## src/rtl/fetch_queue_if.sv

```systemverilog
// rtl/fetch_queue_if.sv - fetch/decode handshake bundle for the instruction fetch queue
interface fetch_queue_if #(
  parameter int N     = 64,
  parameter int DEPTH = 4
);
  localparam int CW = $clog2(DEPTH) + 1;

  logic          flush;
  logic          in_valid;
  logic          in_ready;
  logic [N-1:0]  in_pc;
  logic [31:0]   in_instr;
  logic          out_valid;
  logic          out_ready;
  logic [N-1:0]  out_pc;
  logic [31:0]   out_instr;
  logic [CW-1:0] count;

  // Queue side
  modport slave (
    input  flush, in_valid, in_pc, in_instr, out_ready,
    output in_ready, out_valid, out_pc, out_instr, count
  );

  // Fetch/decode side
  modport master (
    output flush, in_valid, in_pc, in_instr, out_ready,
    input  in_ready, out_valid, out_pc, out_instr, count
  );
endinterface

```

## src/rtl/fetch_queue.sv

```systemverilog
// rtl/fetch_queue.sv - circular-buffer instruction fetch queue between fetch and decode
module fetch_queue #(
  parameter int N     = 64,
  parameter int DEPTH = 4
) (
  input  logic         clk,
  input  logic         reset,
  fetch_queue_if.slave bus
);
  localparam int AW = $clog2(DEPTH);
  localparam int CW = AW + 1;

  logic [N-1:0]  pc_mem   [DEPTH];
  logic [31:0]   instr_mem[DEPTH];

  logic [AW-1:0] rd_ptr_q, rd_ptr_d;
  logic [AW-1:0] wr_ptr_q, wr_ptr_d;
  logic [CW-1:0] count_q,  count_d;

  logic          push;
  logic          pop;
  logic          wr_en;

  // Ready/valid come only from registered occupancy; no in->out path.
  assign bus.in_ready  = (count_q != CW'(DEPTH));
  assign bus.out_valid = (count_q != '0);
  assign bus.count     = count_q;
  assign bus.out_pc    = bus.out_valid ? pc_mem[rd_ptr_q]    : '0;
  assign bus.out_instr = bus.out_valid ? instr_mem[rd_ptr_q] : '0;

  assign push  = bus.in_valid  && bus.in_ready;
  assign pop   = bus.out_valid && bus.out_ready;
  assign wr_en = reset && !bus.flush && push;

  // Next-state for pointers and occupancy; flush wipes everything and drops the push/pop.
  always_comb begin
    rd_ptr_d = rd_ptr_q;
    wr_ptr_d = wr_ptr_q;
    count_d  = count_q;
    if (bus.flush) begin
      rd_ptr_d = '0;
      wr_ptr_d = '0;
      count_d  = '0;
    end else begin
      if (push) wr_ptr_d = wr_ptr_q + AW'(1);
      if (pop)  rd_ptr_d = rd_ptr_q + AW'(1);
      if (push && !pop)      count_d = count_q + CW'(1);
      else if (pop && !push) count_d = count_q - CW'(1);
    end
  end

  // Control state with synchronous active-low reset taking priority over flush.
  always_ff @(posedge clk) begin
    if (!reset) begin
      rd_ptr_q <= '0;
      wr_ptr_q <= '0;
      count_q  <= '0;
    end else begin
      rd_ptr_q <= rd_ptr_d;
      wr_ptr_q <= wr_ptr_d;
      count_q  <= count_d;
    end
  end

  // Entry storage; contents are don't-care after reset so it is not cleared.
  always_ff @(posedge clk) begin
    if (wr_en) begin
      pc_mem[wr_ptr_q]    <= bus.in_pc;
      instr_mem[wr_ptr_q] <= bus.in_instr;
    end
  end
endmodule

```

## src/flat_wrapper.sv

```systemverilog
// flat-port wrapper written by rule: the top's interface ports become plain ports
module fetch_queue_flat 
#(
  parameter int N     = 64,
  parameter int DEPTH = 4
)
  (clk, reset, bus_flush, bus_in_valid, bus_in_pc, bus_in_instr, bus_out_ready, bus_in_ready, bus_out_valid, bus_out_pc, bus_out_instr, bus_count);
  fetch_queue_if #(.N(N), .DEPTH(DEPTH)) bus_i ();
  input  logic clk;
  input  logic reset;
  input wire logic [$bits(bus_i.flush)-1:0] bus_flush;
  input wire logic [$bits(bus_i.in_valid)-1:0] bus_in_valid;
  input wire logic [$bits(bus_i.in_pc)-1:0] bus_in_pc;
  input wire logic [$bits(bus_i.in_instr)-1:0] bus_in_instr;
  input wire logic [$bits(bus_i.out_ready)-1:0] bus_out_ready;
  output wire logic [$bits(bus_i.in_ready)-1:0] bus_in_ready;
  output wire logic [$bits(bus_i.out_valid)-1:0] bus_out_valid;
  output wire logic [$bits(bus_i.out_pc)-1:0] bus_out_pc;
  output wire logic [$bits(bus_i.out_instr)-1:0] bus_out_instr;
  output wire logic [$bits(bus_i.count)-1:0] bus_count;
  assign bus_i.flush = bus_flush;
  assign bus_i.in_valid = bus_in_valid;
  assign bus_i.in_pc = bus_in_pc;
  assign bus_i.in_instr = bus_in_instr;
  assign bus_i.out_ready = bus_out_ready;
  assign bus_in_ready = bus_i.in_ready;
  assign bus_out_valid = bus_i.out_valid;
  assign bus_out_pc = bus_i.out_pc;
  assign bus_out_instr = bus_i.out_instr;
  assign bus_count = bus_i.count;
  fetch_queue #(.N(N), .DEPTH(DEPTH)) u_core (.clk(clk), .reset(reset), .bus(bus_i));
endmodule
```

## config.mk

```make
export PLATFORM = sky130hd
export DESIGN_NAME = fetch_queue_flat
export DESIGN_NICKNAME = d
export VERILOG_FILES = /design/src/rtl/fetch_queue_if.sv /design/src/rtl/fetch_queue.sv /design/src/flat_wrapper.sv
export SDC_FILE = /design/constraint.sdc
export NUM_CORES = 1
export LEC_CHECK = 0
export ABC_AREA = 1
export CORE_MARGIN = 2
export CORE_UTILIZATION = 35
export CTS_CLUSTER_SIZE = 8
export DETAILED_ROUTE_END_ITERATION = 7
export GPL_ROUTABILITY_DRIVEN = 0
export GPL_TIMING_DRIVEN = 0
export PLACE_DENSITY = 0.51
export SYNTH_ARGS = -nofsm -noshare
export SYNTH_HDL_FRONTEND = slang
export SYNTH_SLANG_ARGS = --single-unit
```

## constraint.sdc

```tcl
create_clock -name clk -period 13.5 [get_ports clk]
set_clock_uncertainty 0.15 [all_clocks]
set_input_delay 3.375 -clock clk [delete_from_list [all_inputs] [get_ports clk]]
set_output_delay 3.375 -clock clk [all_outputs]
set_load 0.02 [all_outputs]
```

### After elaboration in Yosys (flattened, before gate mapping)

Memory sizes are Yosys's and may differ from the RTL's. A register that Yosys moved wholly into a read port is not among the register bits.
Cells that the tools add are included.

* add/sub/neg operators: 4
* multiply operators: 0
* div/mod/pow operators: 0
* magnitude comparators: 0
* equality and inequality tests: 1
* shifts and indexed selects: 0
* mux-type cells: 10
* bitwise operators: 1
* reductions and logical operators: 12

Operators by type and width (count)
* 64-bit two-way mux: 1
* 32-bit two-way mux: 1
* 2-bit two-way mux: 4
* 1-bit logical AND: 6
* 3-bit two-way mux: 2
* 2-bit by 1-bit adder with 2-bit output (second input constant): 2
* 3-bit by 1-bit adder with 3-bit output (second input constant): 1
* 1-bit zero test: 3
* 3-bit inequality test (second input constant): 1
* 3-bit nonzero test: 1
* 3-bit by 1-bit subtractor with 3-bit output (second input constant): 1
* 1-bit two-way mux: 2
* 2-bit nonzero test: 1
* 2-bit OR reduction: 1
* 1-bit inverter: 1

* register bits: 7
* bits in latches: 0
* memory bits (writable): 384
* bits in read-only memories: 0
* logic and storage cells: 33
* memories kept: 2

Memory list
* u_core.pc_mem: words 4, bits a word 64, rd ports 1, clocked after Yosys merged registers in 1, write ports 1, RTL line fetch_queue.sv:13 `logic [N-1:0] pc_mem [DEPTH];`
* u_core.instr_mem: words 4, bits a word 32, rd ports 1, clocked after Yosys merged registers in 1, write ports 1, RTL line fetch_queue.sv:14 `logic [31:0] instr_mem[DEPTH];`

### Logic depth before layout (Yosys ltp)

Gate-level depths: netlist (run 1).

* depth in word-level cells: 6
* mapped depth: 12
* gate-level depth less buffers: 12

### Worst setup path before layout (run 1)

OpenSTA, ideal clock, no wires.

* path type: input to register
* from: input port bus_in_valid
* to: memory u_core.instr_mem[0][0] (enable)
* library setup time: 0.552 ns
* arrival time: 7.877 ns
* slack: 4.921 ns
* cell stages on the path: 3
* cell sequence: a21boi_0 > nand2_1 > nor2_1

* word-level cells in the longest chain between the ends: 4

Ends and longest elaborated chain
* start, declared: RTL line flat_wrapper.sv:12 `input wire logic [$bits(bus_i.in_valid)-1:0] bus_in_valid;`
* 1-bit logical AND: RTL line fetch_queue.sv:31 `assign push = bus.in_valid && bus.in_ready;`
* 1-bit logical AND: RTL line fetch_queue.sv:33 `assign wr_en = reset && !bus.flush && push;`
* 1-bit two-way mux: RTL line fetch_queue.sv:67 `if (wr_en) begin`
* 1-bit two-way mux (implied by the code): RTL line fetch_queue.sv:69 `instr_mem[wr_ptr_q] <= bus.in_instr;`
* end, declared: RTL line fetch_queue.sv:14

Every way passes these cells.

==> results of run 1 <==
-- metal layers --
metal	up-vias	share of wire (%)
met1	4727	46
met2	275	46
met3	57	6.0
met5	-	0.10
met4	6	1.8
li1	4796	-
-- layout make-up --
class                   count  area, µm²
clock buffers              69       1471
diodes                      2      5.005
fillers                  3935      23280
flip-flops and latches    393      11710
plain buffers              73      405.4
inverters                  17      63.81
multi-input cells         719       3169
clock inverters             1      30.03
well taps                 585      732.0
repair buffers            215       2307
-- critical path: cells and delay by family, from the launching register on --
| kind | cells | cell delay, ns |
|---|---|---|
| flip-flops | 1 | 0.33 |
| AO/OA/AOI/OAI | 2 | 0.48 |
| buffers and inverters | 4 | 1.44 |
-- through the flow --
stage | hold WS (ns) | setup WS (ns) | total power [mW] | util, %
3_5_place_dp | 0.3514 | 7.091 | 1.703 | 42.60
2_1_floorplan | 0.3149 | 4.921 | 1.530 | -
3_3_place_gp | 0.3370 | 0.4461 | 1.702 | 41.84
5_1_grt | 0.3875 | 6.986 | 3.013 | 46.07
6_report | 0.3594 | 7.147 | 2.907 | 46.08
4_1_cts | 0.3593 | 7.074 | 2.941 | 46.07
-- kinds of logic (layout without fill, tap and decap cells) --
logic type / count (synthesis) / after routing / synth area share, %
buffers and inverters: 90 / 375 / 3.063
AND/OR/NAND/NOR: 418 / 418 / 10.30
AO/OA/AOI/OAI: 295 / 295 / 9.654
adder cells (fa/ha/maj): 6 / 6 / 0.5390
flip-flops: 393 / 393 / 76.45
other: 0 / 2 / 0
-- power by group through the flow --
stage | Sequential, mW | Clock [mW] | Combinational (mW)
finish | 1.36 | 1.23 | 0.313
detailed placement | 1.39 | 0 | 0.317
global placement | 1.39 | 0 | 0.311
CTS | 1.36 | 1.26 | 0.319
global route | 1.36 | 1.31 | 0.339
floorplan | 1.39 | 0 | 0.140
-- cell usage after synthesis (all sizes together) --
master / n / area [µm²]
nor2: 396 / 1486
edfxtp: 384 / 11530
o21ai: 193 / 965.9
a21oi: 101 / 505.5
buf: 45 / 292.8
clkbuf: 28 / 112.6
inv: 17 / 63.81
nand2: 17 / 63.81
dfxtp: 9 / 180.2
ha: 5 / 62.56
nand3: 4 / 20.02
a21boi: 1 / 7.510
fa: 1 / 20.02
nand3b: 1 / 7.510
-- worst paths after layout --
| check | from | end | slack (ns) | depth (start not counted) |
|---|---|---|---|---|
| setup / recovery | flop | bus_out_instr[16] | 7.15 | 6 |
| hold / removal | u_core.rd_ptr_q[0]$_SDFFE_PP0P_ | u_core.rd_ptr_q[0]$_SDFFE_PP0P_ | 0.36 | 2 |
| setup reg to reg | u_core.bus.count[0]$_SDFFE_PP0P_ | u_core.pc_mem[1][29]$_DFFE_PP_ | 10.54 | 5 |
| hold reg to reg | u_core.rd_ptr_q[0]$_SDFFE_PP0P_ | u_core.rd_ptr_q[0]$_SDFFE_PP0P_ | 0.36 | 2 |
-- placed cells by master, fill, tap and decap left out, drive strengths merged, types with 2 or more instances in the layout --
cell,count
ha,5
a21oi,101
dfxtp,9
edfxtp,384
nand3,4
buf,59
clkdlybuf4s50,201
clkbuf,97
nand2,17
inv,17
diode,2
o21ai,193
nor2,396
-- state kept, by name, summed over array words and instances (netlist names), named ones only --
register,cells
u_core.pc_mem,256
u_core.instr_mem,128
u_core.bus.count,3
u_core.rd_ptr_q,2
u_core.wr_ptr_q,2
==> results.json, run 1 <==
{
  "first_global_vias": 9936,
  "crit_required_ns": 9.97,
  "fp.coreArea_um2": 43170,
  "num-nets-final": 1581,
  "fmaxAchievable_ghz": 0.1574,
  "clockRootBuffer": "clkbuf_16",
  "dp.final_hpwl_um": 24490,
  "timing.critical_path.to_type": "primary output",
  "maximum_count_of_clock_buffers_along_a_single_path": 3,
  "detail_route.first_pass.iterations": 7,
  "final-hold-violation-count": 0,
  "clock_share_of_power_pct": 42.3,
  "grt_antenna_before_repair": 4,
  "synthesis.instances": 1202,
  "final_layout_size_suffix_gt1_share_pct": 8.272,
  "ir_worst_vdd_mv": 0.08781,
  "rsz0062_at_grt": "no",
  "detail_route.wirelength_um": 39880,
  "final_area_um2": 19900,
  "combinationalPowerShare_pct": 10.8,
  "routed-via-count": 9861,
  "cellLeakagePower_nw": 6.678,
  "hold_buffers": 0,
  "row_count": 76,
  "netlist-cell-type-count": 20,
  "path_max_fanout": 10,
  "drv_cap": 0,
  "crit_chain": "inv_2, buf_4, clkbuf_1, o21ai_0, a21oi_1, clkdlybuf4s50_1",
  "final.period_utilization_pct": 47.06,
  "clkSinkCount": 393,
  "power.density_nw_per_um2": 146.1,
  "switching_share_pct": 22.63,
  "numPlacedInstances": 2002,
  "cts_htree_levels": 2,
  "final_period_minus_worst_setup_slack_ns": 6.353,
  "yosysSeqAreaShare_pct": 76.45,
  "status": "completed",
  "synth_area_per_cell_um2": 12.75,
  "grt_util_met2_pct": 28.39,
  "hp-class": "flop to flop",
  "worst_pin_slew_ns": 0.9158,
  "via_per_inst": 4.755,
  "cts-buffers-inserted": 55,
  "clk_transition_reported_paths_ns": 0.05,
  "grt_max_degree": 28,
  "io_buffers": 201,
  "floorplan.initialDensity_pct": 35.49,
  "timing.setup.tns_ns": 0,
  "gr_met1_demand_resource_pct": 24.22,
  "grt_most_used_layer": "met2",
  "critical-path-max-stage-delay_ns": 0.66,
  "total_switching_power_mw": 0.6577,
  "critical_path_arrival_ns": 2.83,
  "drt.antenna.violating_nets": 0,
  "floorplan.die_area_um2": 45460,
  "ys_warn_count": 0,
  "dr.first_iter.drc_count": 656,
  "grt_util_met3_pct": 3.912,
  "overflow": 0,
  "postCtsResizedCells": 0,
  "pin_count": 202,
  "yosys_register_bits": 393,
  "timing.max_slew.rel_slack_pct": 38.80,
  "chipWidth_um": 213.2,
  "syn-cell-area_um2": 15320,
  "final_cell_count_no_fill": 2074,
  "die_y_um": 213.2,
  "postSynthNetCount": 1309,
  "setup_violations": 0,
  "clock_tree_from_tritoncts": "built",
  "crit_path_top_delay_cell": "clkdlybuf4s50_1",
  "clock_insertion_delay_worst_skew_ns": 0.57,
  "areaGrowthSynthToFinish_pct": 29.87,
  "grt.total_usage_pct": 17.70,
  "placement.cell_area_um2": 18390,
  "post_cts_buffers": 0,
  "drt_drc_violations_left": 0,
  "share_seq_of_total_power_pct": 46.9,
  "timing_max_transition_violations_final": 0,
  "global_route_wire_length_before_repair_um": 59380,
  "route.detailed.wl_per_inst_um": 19.23,
  "startpoint_type": "flop",
  "power_report.internal_total_mw": 2.249,
  "criticalPathCategory": "flop to primary output"
}
No activity file was read; power rests on OpenSTA's default activity.
==> run 2, diff against run 1 <==
- PLACE_DENSITY: 0.51 -> 0.53
- clock period: 13.5 -> 5.4 ns (I/O delays scaled with it)
==> run 2 against run 1 <==
  * Die area unchanged
  * Count of clock-buffer cells in the layout down 1
  * Critical path type unchanged
  * Register-to-register slack worse by 8.3 ns
  * Setup slack worse by 6.1 ns
  * Via count down 0.59%
  * Critical endpoint is now bus_out_pc[63]
  * Largest cell class unchanged
  * Routed wire length down 0.81%
  * Combinational power up 150%
  * Clock power up 140%
==> results.json, run 2 (synthesis gave the netlist of run 1 again) <==
{
  "drt.antenna.violating_nets": 0,
  "hold-path-endpoint": "u_core.rd_ptr_q[1]$_SDFFE_PP0P_",
  "detail_route.first_pass.iterations": 5,
  "final-hold-violation-count": 0,
  "final_cell_count_no_fill": 2072,
  "final_core_utilization_pct": 46.02,
  "detail_route.wirelength_um": 39550,
  "timing.max_slew.rel_slack_pct": 39.00,
  "drt_drc_violations_left": 0,
  "crit_required_ns": 3.90,
  "grt.total_usage_pct": 17.41,
  "report.power.total_mw": 7.201,
  "via_per_inst": 4.731,
  "floorplan.die_area_um2": 45460,
  "postCtsResizedCells": 0,
  "cts-buffers-inserted": 55,
  "cellLeakagePower_nw": 6.667,
  "startpoint_type": "flop",
  "areaGrowthSynthToFinish_pct": 29.69,
  "worstReg2RegEnd": "u_core.pc_mem[0][11]$_DFFE_PP_",
  "final_period_minus_worst_setup_slack_ns": 4.338,
  "final.period_utilization_pct": 80.33,
  "worst_hold_startpoint": "u_core.rd_ptr_q[1]$_SDFFE_PP0P_",
  "maximum_count_of_clock_buffers_along_a_single_path": 3,
  "crit-reg2reg-launch": "u_core.bus.count[0]$_SDFFE_PP0P_",
  "num-nets-final": 1581,
  "route.detailed.wl_per_inst_um": 19.09,
  "cts_htree_levels": 2,
  "final_layout_size_suffix_gt1_share_pct": 8.277,
  "first_global_vias": 9760,
  "numPlacedInstances": 2002,
  "clockRootBuffer": "clkbuf_16",
  "dp.final_hpwl_um": 24400,
  "reg2reg_setup_slack_ns": 2.20,
  "final_cell_mix": "nor2_1, edfxtp_1, clkdlybuf4s50_1",
  "clock_insertion_delay_worst_skew_ns": 0.57,
  "critical_path_arrival_ns": 2.84,
  "clk_transition_reported_paths_ns": 0.05,
  "timing.setup.tns_ns": 0,
  "row_count": 76,
  "layout_commonest_cell": "nor2_1",
  "rsz0062_at_grt": "no",
  "regMostFlops": "u_core.pc_mem",
  "fp.coreArea_um2": 43170,
  "global_route_wire_length_before_repair_um": 58190,
  "io_buffers": 201,
  "pin_count": 202,
  "worst_pin_slew_ns": 0.9129,
  "grt_antenna_before_repair": 4,
  "largest_register_ffs": 256,
  "post_cts_buffers": 0,
  "ir_worst_vdd_mv": 0.2094,
  "number_of_stages_on_the_worst_hold_path": 2,
  "dr.first_iter.drc_count": 829,
  "hp-class": "flop to flop",
  "overflow": 0,
  "hold_slack_ns": 0.3676,
  "hold_buffers": 0,
  "die_y_um": 213.2,
  "worst-r2r-cell-count": 6,
  "drv_cap": 0,
  "clock_tree_from_tritoncts": "built",
  "clkSinkCount": 393,
  "setup_violations": 0,
  "fmaxAchievable_ghz": 0.2305,
  "power.density_nw_per_um2": 362.4,
  "status": "completed",
  "path_max_fanout": 10,
  "floorplan.initialDensity_pct": 35.49,
  "chipWidth_um": 213.2,
  "criticalPathCategory": "flop to primary output",
  "routed-via-count": 9803,
  "grt_max_degree": 29,
  "timing.critical_path.to_type": "primary output",
  "timing_max_transition_violations_final": 0
}
run 2: final cells by class:
class                           instances  area [µm²]
Clock inverter                          1       8.758
Fill cell                            3927       23300
Sequential cell                       393       11710
Inverter                               17       63.81
Multi-Input combinational cell        719        3169
Tap cell                              585       732.0
Timing Repair Buffer                  215        2307
Antenna cell                            1       2.502
Clock buffer                           68        1468
Buffer                                 73       405.4
run 2: worst max-delay path by stage:
stage	slack, ns	depth (start not counted)	end	from
2_1_floorplan	-1.15	3	u_core.instr_mem[0][0]$_DFFE_PP_	bus_in_valid
3_3_place_gp	-5.68	4	u_core.pc_mem[1][30]$_DFFE_PP_	bus_in_valid
3_5_place_dp	0.72	6	u_core.pc_mem[0][18]$_DFFE_PP_	bus_in_valid
4_1_cts	0.98	6	bus_out_pc[63]	flop
5_1_grt	0.81	6	bus_out_pc[4]	flop
6_report	1.06	6	bus_out_pc[63]	flop
run 2: power by group:
group	internal [mW]	leakage (nW)	switching (mW)
combinational	0.319	2.41	0.462
sequential	3.40	3.54	0.0112
clock	1.86	0.720	1.16
run 2: per-stage QoR:
step           instance area, µm²  setup slack [ns]
2_1_floorplan               15320            -1.154
3_3_place_gp                18060            -5.685
3_5_place_dp                18390            0.7154
4_1_cts                     19870            0.9782
5_1_grt                     19870            0.8120
6_report                    19870             1.062
run 2: worst max-delay path, stage by stage, from the launching register on:
cell,delay [ns]
dfxtp_1,0.33
inv_2,0.07
buf_4,0.24
clkbuf_1,0.49
o21ai_0,0.21
a21oi_1,0.22
clkdlybuf4s50_1,0.70
run 2: routing by layer:
metal / part of all wire (%) / vias to the layer above / wire, µm / track usage [%]
met4: 2.4 / 6 / 950 / 6.202
met2: 45 / 271 / 17940 / 27.05
met1: 46 / 4664 / 18010 / 23.70
met5: 0.10 / - / 41 / 0
met3: 6.6 / 69 / 2615 / 4.457
li1: - / 4793 / - / -
